$ cat config.mk
export PLATFORM = sky130hd
export DESIGN_NAME = charge_enable_arbiter
export DESIGN_NICKNAME = d
export VERILOG_FILES = /design/src/rtl/charge_pkg.sv /design/src/rtl/us_tick_gen.sv /design/src/rtl/charge_enable_arbiter.sv
export SDC_FILE = /design/constraint.sdc
export NUM_CORES = 1
export LEC_CHECK = 0
export CORE_MARGIN = 4
export CORE_UTILIZATION = 35
export DETAILED_ROUTE_END_ITERATION = 8
export GPL_TIMING_DRIVEN = 0
export HOLD_SLACK_MARGIN = 0.03
export SETUP_SLACK_MARGIN = 0.5
export SYNTH_ARGS = -nofsm -noshare
export SYNTH_HDL_FRONTEND = slang
export SYNTH_SLANG_ARGS = --single-unit
$ cat constraint.sdc
create_clock -name sys_clk -period 6.1 [get_ports sys_clk]
set_input_delay 0.915 -clock sys_clk [delete_from_list [all_inputs] [get_ports sys_clk]]
set_output_delay 0.915 -clock sys_clk [all_outputs]
set_load 0.05 [all_outputs]
$ cat src/rtl/charge_pkg.sv
// Shared types and helpers for the charge-enable arbiter.
//   state_t  : arbiter FSM encoding (IDLE, DEAD, CHARGE)
//   rr_pick  : round-robin search, first set request above ptr with wrap
package charge_pkg;

  localparam int MAX_CH   = 8;
  localparam int CH_IDX_W = 3;

  typedef enum logic [1:0] {
    ST_IDLE   = 2'd0,
    ST_DEAD   = 2'd1,
    ST_CHARGE = 2'd2
  } state_t;

  // Searches ptr+1, ptr+2, ... (mod n) and returns the first set index.
  // Walking k downward lets the smallest distance overwrite the result last.
  // Caller guarantees at least one bit of pend[n-1:0] is set.
  function automatic logic [CH_IDX_W-1:0] rr_pick(
    input logic [MAX_CH-1:0]   pend,
    input logic [CH_IDX_W-1:0] ptr,
    input int                  n
  );
    logic [CH_IDX_W-1:0] res;
    int                  idx;
    res = ptr;
    for (int k = MAX_CH; k >= 1; k--) begin
      idx = int'(ptr) + k;
      if (idx >= n) idx = idx - n;
      if (k <= n && pend[idx[CH_IDX_W-1:0]]) res = idx[CH_IDX_W-1:0];
    end
    return res;
  endfunction

endpackage

$ cat src/rtl/us_tick_gen.sv
// Microsecond tick generator.
//   sys_clk, sys_rst_n : clock, async active-low reset
//   clr                : hold counter at 0 and suppress tick
//   tick               : one-cycle pulse every CLK_PER_US cycles while !clr
module us_tick_gen #(
  parameter int CLK_PER_US = 50
) (
  input  logic sys_clk,
  input  logic sys_rst_n,
  input  logic clr,
  output logic tick
);

  localparam int CW = (CLK_PER_US > 1) ? $clog2(CLK_PER_US) : 1;

  logic [CW-1:0] cnt_q, cnt_d;

  assign tick = !clr && (cnt_q == CW'(CLK_PER_US - 1));

  always_comb begin
    cnt_d = cnt_q + CW'(1);
    if (clr || tick) cnt_d = '0;
  end

  always_ff @(posedge sys_clk or negedge sys_rst_n) begin
    if (!sys_rst_n) cnt_q <= '0;
    else            cnt_q <= cnt_d;
  end

endmodule

$ cat src/rtl/charge_enable_arbiter.sv
// N-channel capacitor-charge enable arbiter.
// Latches key-press requests, grants one channel's charge IGBT at a time in
// round-robin order, inserts a dead-time before every grant and ends a charge
// on abort, driver fault, timeout or voltage reached.
//   key_push    : request keys (synchronised level, rising edge requests)
//   volt_ok     : per-channel setpoint reached
//   fault       : per-channel IGBT driver fault
//   abort_all   : drop everything, back to IDLE
//   err_clr     : clear sticky fault_lat / timeout_err
//   charge_en   : registered one-hot-or-zero IGBT enables
//   pend        : latched pending requests
//   busy        : FSM not in IDLE
//   fault_lat   : sticky fault per channel
//   timeout_err : sticky timeout per channel
module charge_enable_arbiter
  import charge_pkg::*;
#(
  parameter int N_CH       = 3,
  parameter int CLK_PER_US = 50,
  parameter int DEAD_CLK   = 4,
  parameter int TIMEOUT_US = 500000,
  parameter int TMR_W      = 20
) (
  input  logic            sys_clk,
  input  logic            sys_rst_n,
  input  logic [N_CH-1:0] key_push,
  input  logic [N_CH-1:0] volt_ok,
  input  logic [N_CH-1:0] fault,
  input  logic            abort_all,
  input  logic            err_clr,
  output logic [N_CH-1:0] charge_en,
  output logic [N_CH-1:0] pend,
  output logic            busy,
  output logic [N_CH-1:0] fault_lat,
  output logic [N_CH-1:0] timeout_err
);

  localparam int IW = CH_IDX_W;
  localparam int DW = $clog2(DEAD_CLK + 1);

  state_t            state_q, state_d;
  logic [IW-1:0]     sel_q, sel_d, ptr_q, ptr_d;
  logic [DW-1:0]     dcnt_q, dcnt_d;
  logic [TMR_W-1:0]  us_q, us_d;
  logic [N_CH-1:0]   key_q;
  logic [N_CH-1:0]   pend_q, pend_d;
  logic [N_CH-1:0]   flt_q, flt_d;
  logic [N_CH-1:0]   tmo_q, tmo_d;
  logic [N_CH-1:0]   en_q, en_d;

  logic [N_CH-1:0]   sel_oh, sel_mask, key_rise, cand;
  logic [MAX_CH-1:0] cand_ext;
  logic              us_tick, f_sel, v_sel, tmo_hit;

  us_tick_gen #(.CLK_PER_US(CLK_PER_US)) u_tick (
    .sys_clk  (sys_clk),
    .sys_rst_n(sys_rst_n),
    .clr      (state_q != ST_CHARGE),
    .tick     (us_tick)
  );

  assign sel_oh   = N_CH'(1) << sel_q;
  // A channel that is being served cannot re-request until it is released.
  assign sel_mask = (state_q != ST_IDLE) ? sel_oh : '0;
  assign key_rise = key_push & ~key_q;
  // A channel faulting this very cycle must not be picked.
  assign cand     = pend_q & ~fault;
  assign f_sel    = |(fault & sel_oh);
  assign v_sel    = |(volt_ok & sel_oh);
  // Fires on the tick that brings the microsecond count to TIMEOUT_US.
  assign tmo_hit  = us_tick && (us_q == TMR_W'(TIMEOUT_US - 1));

  always_comb begin
    cand_ext             = '0;
    cand_ext[N_CH-1:0]   = cand;
  end

  always_comb begin
    state_d = state_q;
    sel_d   = sel_q;
    ptr_d   = ptr_q;
    dcnt_d  = dcnt_q;
    en_d    = en_q;
    us_d    = (state_q == ST_CHARGE) ? (us_q + TMR_W'(us_tick)) : '0;
    tmo_d   = err_clr ? '0 : tmo_q;
    flt_d   = (err_clr ? '0 : flt_q) | fault;   // set wins over clear
    pend_d  = pend_q | (key_rise & ~flt_q & ~pend_q & ~sel_mask);

    case (state_q)
      ST_IDLE: begin
        en_d = '0;
        if (|cand) begin
          sel_d   = rr_pick(cand_ext, ptr_q, N_CH);
          ptr_d   = sel_d;
          dcnt_d  = DW'(DEAD_CLK - 1);
          state_d = ST_DEAD;
        end
      end
      ST_DEAD: begin
        en_d = '0;
        if (f_sel) begin
          state_d = ST_IDLE;
        end else if (dcnt_q == '0) begin
          if (v_sel) begin
            // Already charged: release without ever pulsing the enable.
            pend_d  = pend_d & ~sel_oh;
            state_d = ST_IDLE;
          end else begin
            en_d    = sel_oh;
            state_d = ST_CHARGE;
          end
        end else begin
          dcnt_d = dcnt_q - DW'(1);
        end
      end
      ST_CHARGE: begin
        if (f_sel || tmo_hit || v_sel) begin
          en_d    = '0;
          pend_d  = pend_d & ~sel_oh;
          state_d = ST_IDLE;
          if (tmo_hit && !f_sel && !abort_all) tmo_d = tmo_d | sel_oh;
        end
      end
      default: begin
        en_d    = '0;
        state_d = ST_IDLE;
      end
    endcase

    pend_d = pend_d & ~fault;
    if (abort_all) begin
      pend_d  = '0;
      en_d    = '0;
      state_d = ST_IDLE;
    end
  end

  always_ff @(posedge sys_clk or negedge sys_rst_n) begin
    if (!sys_rst_n) begin
      state_q <= ST_IDLE;
      sel_q   <= '0;
      ptr_q   <= IW'(N_CH - 1);
      dcnt_q  <= '0;
      us_q    <= '0;
      key_q   <= '0;
      pend_q  <= '0;
      flt_q   <= '0;
      tmo_q   <= '0;
      en_q    <= '0;
    end else begin
      state_q <= state_d;
      sel_q   <= sel_d;
      ptr_q   <= ptr_d;
      dcnt_q  <= dcnt_d;
      us_q    <= us_d;
      key_q   <= key_push;
      pend_q  <= pend_d;
      flt_q   <= flt_d;
      tmo_q   <= tmo_d;
      en_q    <= en_d;
    end
  end

  assign charge_en   = en_q;
  assign pend        = pend_q;
  assign busy        = (state_q != ST_IDLE);
  assign fault_lat   = flt_q;
  assign timeout_err = tmo_q;

endmodule
Word-level counts from Yosys, hierarchy flattened --
Index checks and enable logic that the tools add are counted.
Storage, ports and cells: flip-flop bits (word level) 52, word-level logic and storage cells 125
Operators by class: add/subtract/negate cells 9, $lt $le $gt $ge 6, equality and inequality tests 11, shifts and indexed selects 1, muxes and demuxes 49, bitwise operators 18, reduce and logical (&&, ||, !) cells 20
Operators by type and width (count):
- $mux W3 | 31
- $and A3 B3 Y3 | 9
- $add A20 B1 Y20 | 1
- $eq A20 B19 Y1 const B | 1
- $mux W20 | 1
- $not A3 Y3 | 6
- $pmux W3 S2 | 3
- $ge A4 B2 Y1 const B | 3
- $lt A3 B4 Y1 const B | 3
- $mux W2 | 6
- $bmux W1 S3 | 3
- $or A3 B3 Y3 | 3
- $reduce_or A3 Y1 | 3
- $sub A3 B2 Y3 const B | 3
- $add A3 B2 Y4 const B | 2
- $ne A2 B2 Y1 const B | 4
- $add A6 B1 Y6 const B | 1
- $eq A6 B6 Y1 const B | 1
- $mux W6 | 1
- $pmux W2 S3 | 1
- $add A3 B1 Y4 const B | 1
- $logic_and A1 B1 Y1 | 4
- $ne A4 B4 Y1 const B | 1
- $reduce_and A4 Y1 | 1
- other kinds (14) | 21

Logic depth before layout (Yosys ltp) --
word-level depth 13, depth in mapped cells 13, mapped depth without buffers 11

By module --
From an unflattened synthesis, not the netlist that was laid out.
Second synthesis, totals: cells, all modules 314, area, all modules 3006.6 µm²
Modules (own cells, without submodules):
- charge_enable_arbiter | times used 1, cells each 287, area an instance 2723.9 µm², sequential area each 1102.3 µm²
- us_tick_gen | times used 1, cells each 27, area an instance 282.8 µm², sequential area each 150.1 µm²

Worst setup path before layout --
OpenSTA, ideal clock, no wires.
path kind register to register, start register state_q[0], end register us_q[16], setup time 0.132 ns, arrival time 2.247 ns, path slack 3.721 ns, stages on the path, launching flop included 14, clock period less this slack 2.379 ns, cell sequence dfrtp_1 -> inv_1 -> ha_1 -> inv_1 -> clkbuf_8 -> clkbuf_1 -> nor2_1 -> ha_1 -> ha_1 -> nand2_1 -> nor2_1 -> nand3_1 -> xor2_1 -> nor2_1
On the way: word-level cells in the longest chain between the ends 5
Ends and longest elaborated chain:
- start: declaration | RTL line charge_enable_arbiter.sv:41 | state_t state_q, state_d;
- start signal: assignment | RTL line charge_enable_arbiter.sv:151 | state_q <= state_d;
- $ne A2 B2 Y1 | RTL line charge_enable_arbiter.sv:58 | .clr (state_q != ST_CHARGE),
- $logic_not A1 Y1 | RTL line us_tick_gen.sv:18 | assign tick = !clr && (cnt_q == CW'(CLK_PER_US - 1));
- $logic_and A1 B1 Y1 | RTL line us_tick_gen.sv:18
- $add A20 B1 Y20 | RTL line charge_enable_arbiter.sv:84 | us_d = (state_q == ST_CHARGE) ? (us_q + TMR_W'(us_tick)) : '0;
- $mux W20 (*) | RTL line charge_enable_arbiter.sv:84
- via us_d[16] | RTL line charge_enable_arbiter.sv:44 | logic [TMR_W-1:0] us_q, us_d;
- end signal: assignment | RTL line charge_enable_arbiter.sv:155 | us_q <= us_d;
- end: declaration | RTL line charge_enable_arbiter.sv:44
Mark *: on every way through the listed nets, which the timed path passes. The rest lies on a longest branch. A chain may end at the register's enable or synchronous reset.

Worst setup path after layout --
start register state_q[0], end output port busy
On the way: word-level cells in the longest chain between the ends 1
Ends and longest elaborated chain:
- $reduce_bool A2 Y1 | RTL line charge_enable_arbiter.sv:166 | assign busy = (state_q != ST_IDLE);
- end: declaration | RTL line charge_enable_arbiter.sv:33 | output logic busy,
Every way passes these cells.

==> results.ini <==
[status]
status=completed

[logic_synthesis]
ys_async_sr_fraction=1.000
yosys_warnings=0
synth-main-ff-cell=dfrtp_1
synthSimpleGateAreaFrac=0.2335
synth_fa_ha_area_frac=0.06780
yosysTopAreaCellShare=0.4153
synth-xor-area-share=0.07119
ys_seq_area_frac=0.4242
synth_top_family_by_area=simple AND/OR/NAND/NOR gates
synth_compound_area_frac=0.1475
yosysUniqueCellTypes=58
synth_mux_area_frac=0.02076
synth_largest_area_cell=dfrtp_1
synth_area_mm2=0.002953
syn_nets=343
syn_inst=314
synth.most_common_cell=dfrtp_1
ys_ff_latch=50
synthTopCellsByCount=49 x dfrtp_1, 42 x nor2_1, 22 x nand2_1, 18 x o21ai_0, 17 x nand3_1
synth_edf_count=0
synth_area_leaders=dfrtp_1 42%, ha_1 6.8%, nor2_1 5.3%, xor2_1 3.9%, xnor2_1 3.3%
avgSynthCellArea_um2=9.404

[sta]
hold_viol=0
whs_ns=0.5069
skew_ns=0.01126
slew_viol_final=0
setup_tns_ns=0
relSlewSlack=0.6628
worst_slew_pin_slew_ns=0.5043
setup_viol=0
max_freq_mhz=332.3
timing.final.ws_setup_ns=3.091
layout_min_cycle_time_ns=3.009
rsz0062_at_grt=no
period_share=0.4934

[critical_path]
worst-endpoint-arrival_ns=2.09
required_ns=5.18
rrSetupSlack_ns=3.22
cp_slowest_cell=clkdlybuf4s50_1
crit_type=reg -> out
worstSetupStartpointType=register
cpPeakStageDelay_ns=0.84
cp_max_fo=7
crit_path_cell_trace=inv_1 > ha_1 > inv_1 > clkdlybuf4s50_1
reg2reg_depth=13
cp_common_cell=inv_1
cp-end-kind=output port

[clock_network]
holdBufCountCts=0
cts_setup_buffers=0
clkTransAtPathRegs_ns=0.10
clock_latency_ns=0.31
cts_root_buffer=clkbuf_8
cts_resized=0
numCtsBuffers=5
cts_max_level=2
cts_sinks=50
cts_tree=yes
clock_path_buffers=2

[grt]
grt_pass1_wl_um=11650
grt_use_total=0.1457
gr-total-overflow=0
busiest_layer=met2
grt_max_degree=34
grt_use_met2=0.2288
use_met3=0.02363
met1_usage=0.2045
antenna_found_initial=0
grt_pass1_vias=2415

[drt]
wl_um=6708
viasPerCell=5.212
ant_nets=0
dr.pass1.iters=4
post-route-drc-count=0
dr_total_vias=2361
drtIter0Drc=108
wl_per_cell_um=14.81

[placed_design]
dp_hpwl_um=5035
gp_congestion=0.8083
pre_cts_ws_ns=3.032
portBuffers=25
post-place-cells=445

[power_and_ir_drop]
p_leak_nw=1.445
p_int_mw=0.4559
max-vdd-ir-drop_mv=0.07805
power.density_mw_per_mm2=178.1
switching_share=0.2581
p_sw_mw=0.1586
pwr-share-comb=0.091
power_frac_seq=0.564
power_frac_clock=0.345

[die]
core-area_mm2=0.008217
fp.dieW_um=99.85
pin_count=26
rows=33
initial_core_util=0.3594
fp.dieArea_mm2=0.009970
dieHeight_um=99.85

[hold_path]
min_path_cells=1
min_path_type=reg -> reg

[finish]
insertedDiodeCount=0
final_nets=376
fin_util=0.4198
area_delta_synth_final_pct=16.82
layout.cells.non_filler=453
drive_above_1_share=0.08908

[run]
drv_cap=0

==> through the flow <==
stage / cell area, um^2 / total power, mW
after floorplan: 2953 / 0.3811
after global placement: 3334 / 0.4085
after detailed placement: 3349 / 0.4101
after CTS: 3450 / 0.6250
after global routing: 3450 / 0.6438
final: 3450 / 0.6145
==> path summary, 6_finish.rpt <==
check | from | endpoint
max | state_q[0] | busy
min | u_tick.cnt_q[0] | u_tick.cnt_q[0]
max reg2reg | state_q[0] | us_q[18]
min reg2reg | u_tick.cnt_q[0] | u_tick.cnt_q[0]
max in group asynchronous | sys_rst_n | timeout_err[1]
min in group asynchronous | sys_rst_n | timeout_err[0]
==> power groups by stage <==
stage                     combinational [mW]  clock [mW]  sequential, mW
after global routing                  0.0628       0.232           0.349
after global placement                0.0555           0           0.353
final                                 0.0559       0.212           0.347
after floorplan                       0.0237           0           0.357
after CTS                             0.0571       0.221           0.347
after detailed placement              0.0567           0           0.353
==> kinds of logic after synthesis <==
kind of cell,count (synthesis)
muxes,6
buffers and inverters,22
xor gates and xnor gates,24
adders and majority gates,16
and+or+nand+nor,131
DFF,50
AOI/OAI and AO/OA,65
==> sequential cells by signal (all words and copies together) (netlist names), 3 cells and up <==
signal / flops
fault_lat: 3
dcnt_q: 3
pend: 3
key_q: 3
sel_q: 3
us_q: 20
timeout_err: 3
charge_en: 3
u_tick.cnt_q: 6
==> layer usage <==
layer / wire [um] / vias to the layer above / share of wire
li1: - / 1177 / -
met1: 3264 / 1124 / 0.49
met2: 3064 / 53 / 0.46
met3: 288 / 7 / 0.043
met4: 91 / 0 / 0.014
met5: 0 / - / 0
==> critical path: cells and delay by family (launching register included) <==
family	cells	cell delay, ns
buf+inv	3	1.10
fa+ha+maj	1	0.29
flops	1	0.39
==> placed cells by master (no fill, tap or decap), types with 3 or more instances in the layout <==
cell             instances
nor2_1                  42
o2bb2ai_1                3
and3_1                   5
o21ai_0                 18
a21o_1                   5
nor4b_1                  3
or3_1                    7
and2_1                   4
nand2_1                 22
xnor2_1                 11
inv_1                   15
mux2i_1                  5
nand3_1                 17
nor3_1                   4
clkbuf_8                 8
a31oi_1                  7
nor2b_1                  4
dfrtp_1                 49
xor2_1                  13
a21oi_1                 14
nand4_1                  4
clkbuf_1                 3
ha_1                    16
clkdlybuf4s50_1         24
==> area by class of cell <==
cell class | count | area [um^2]
repair buffers | 26 | 265.3
multi-input cells | 242 | 1597
well taps | 105 | 131.4
plain buffers | 6 | 43.79
clock buffers | 6 | 82.58
fillers | 826 | 4767
flip-flops and latches | 50 | 1252
inverters | 16 | 60.06
clock inverters | 2 | 17.52
Note: power is estimated with default switching activity, not from simulation.
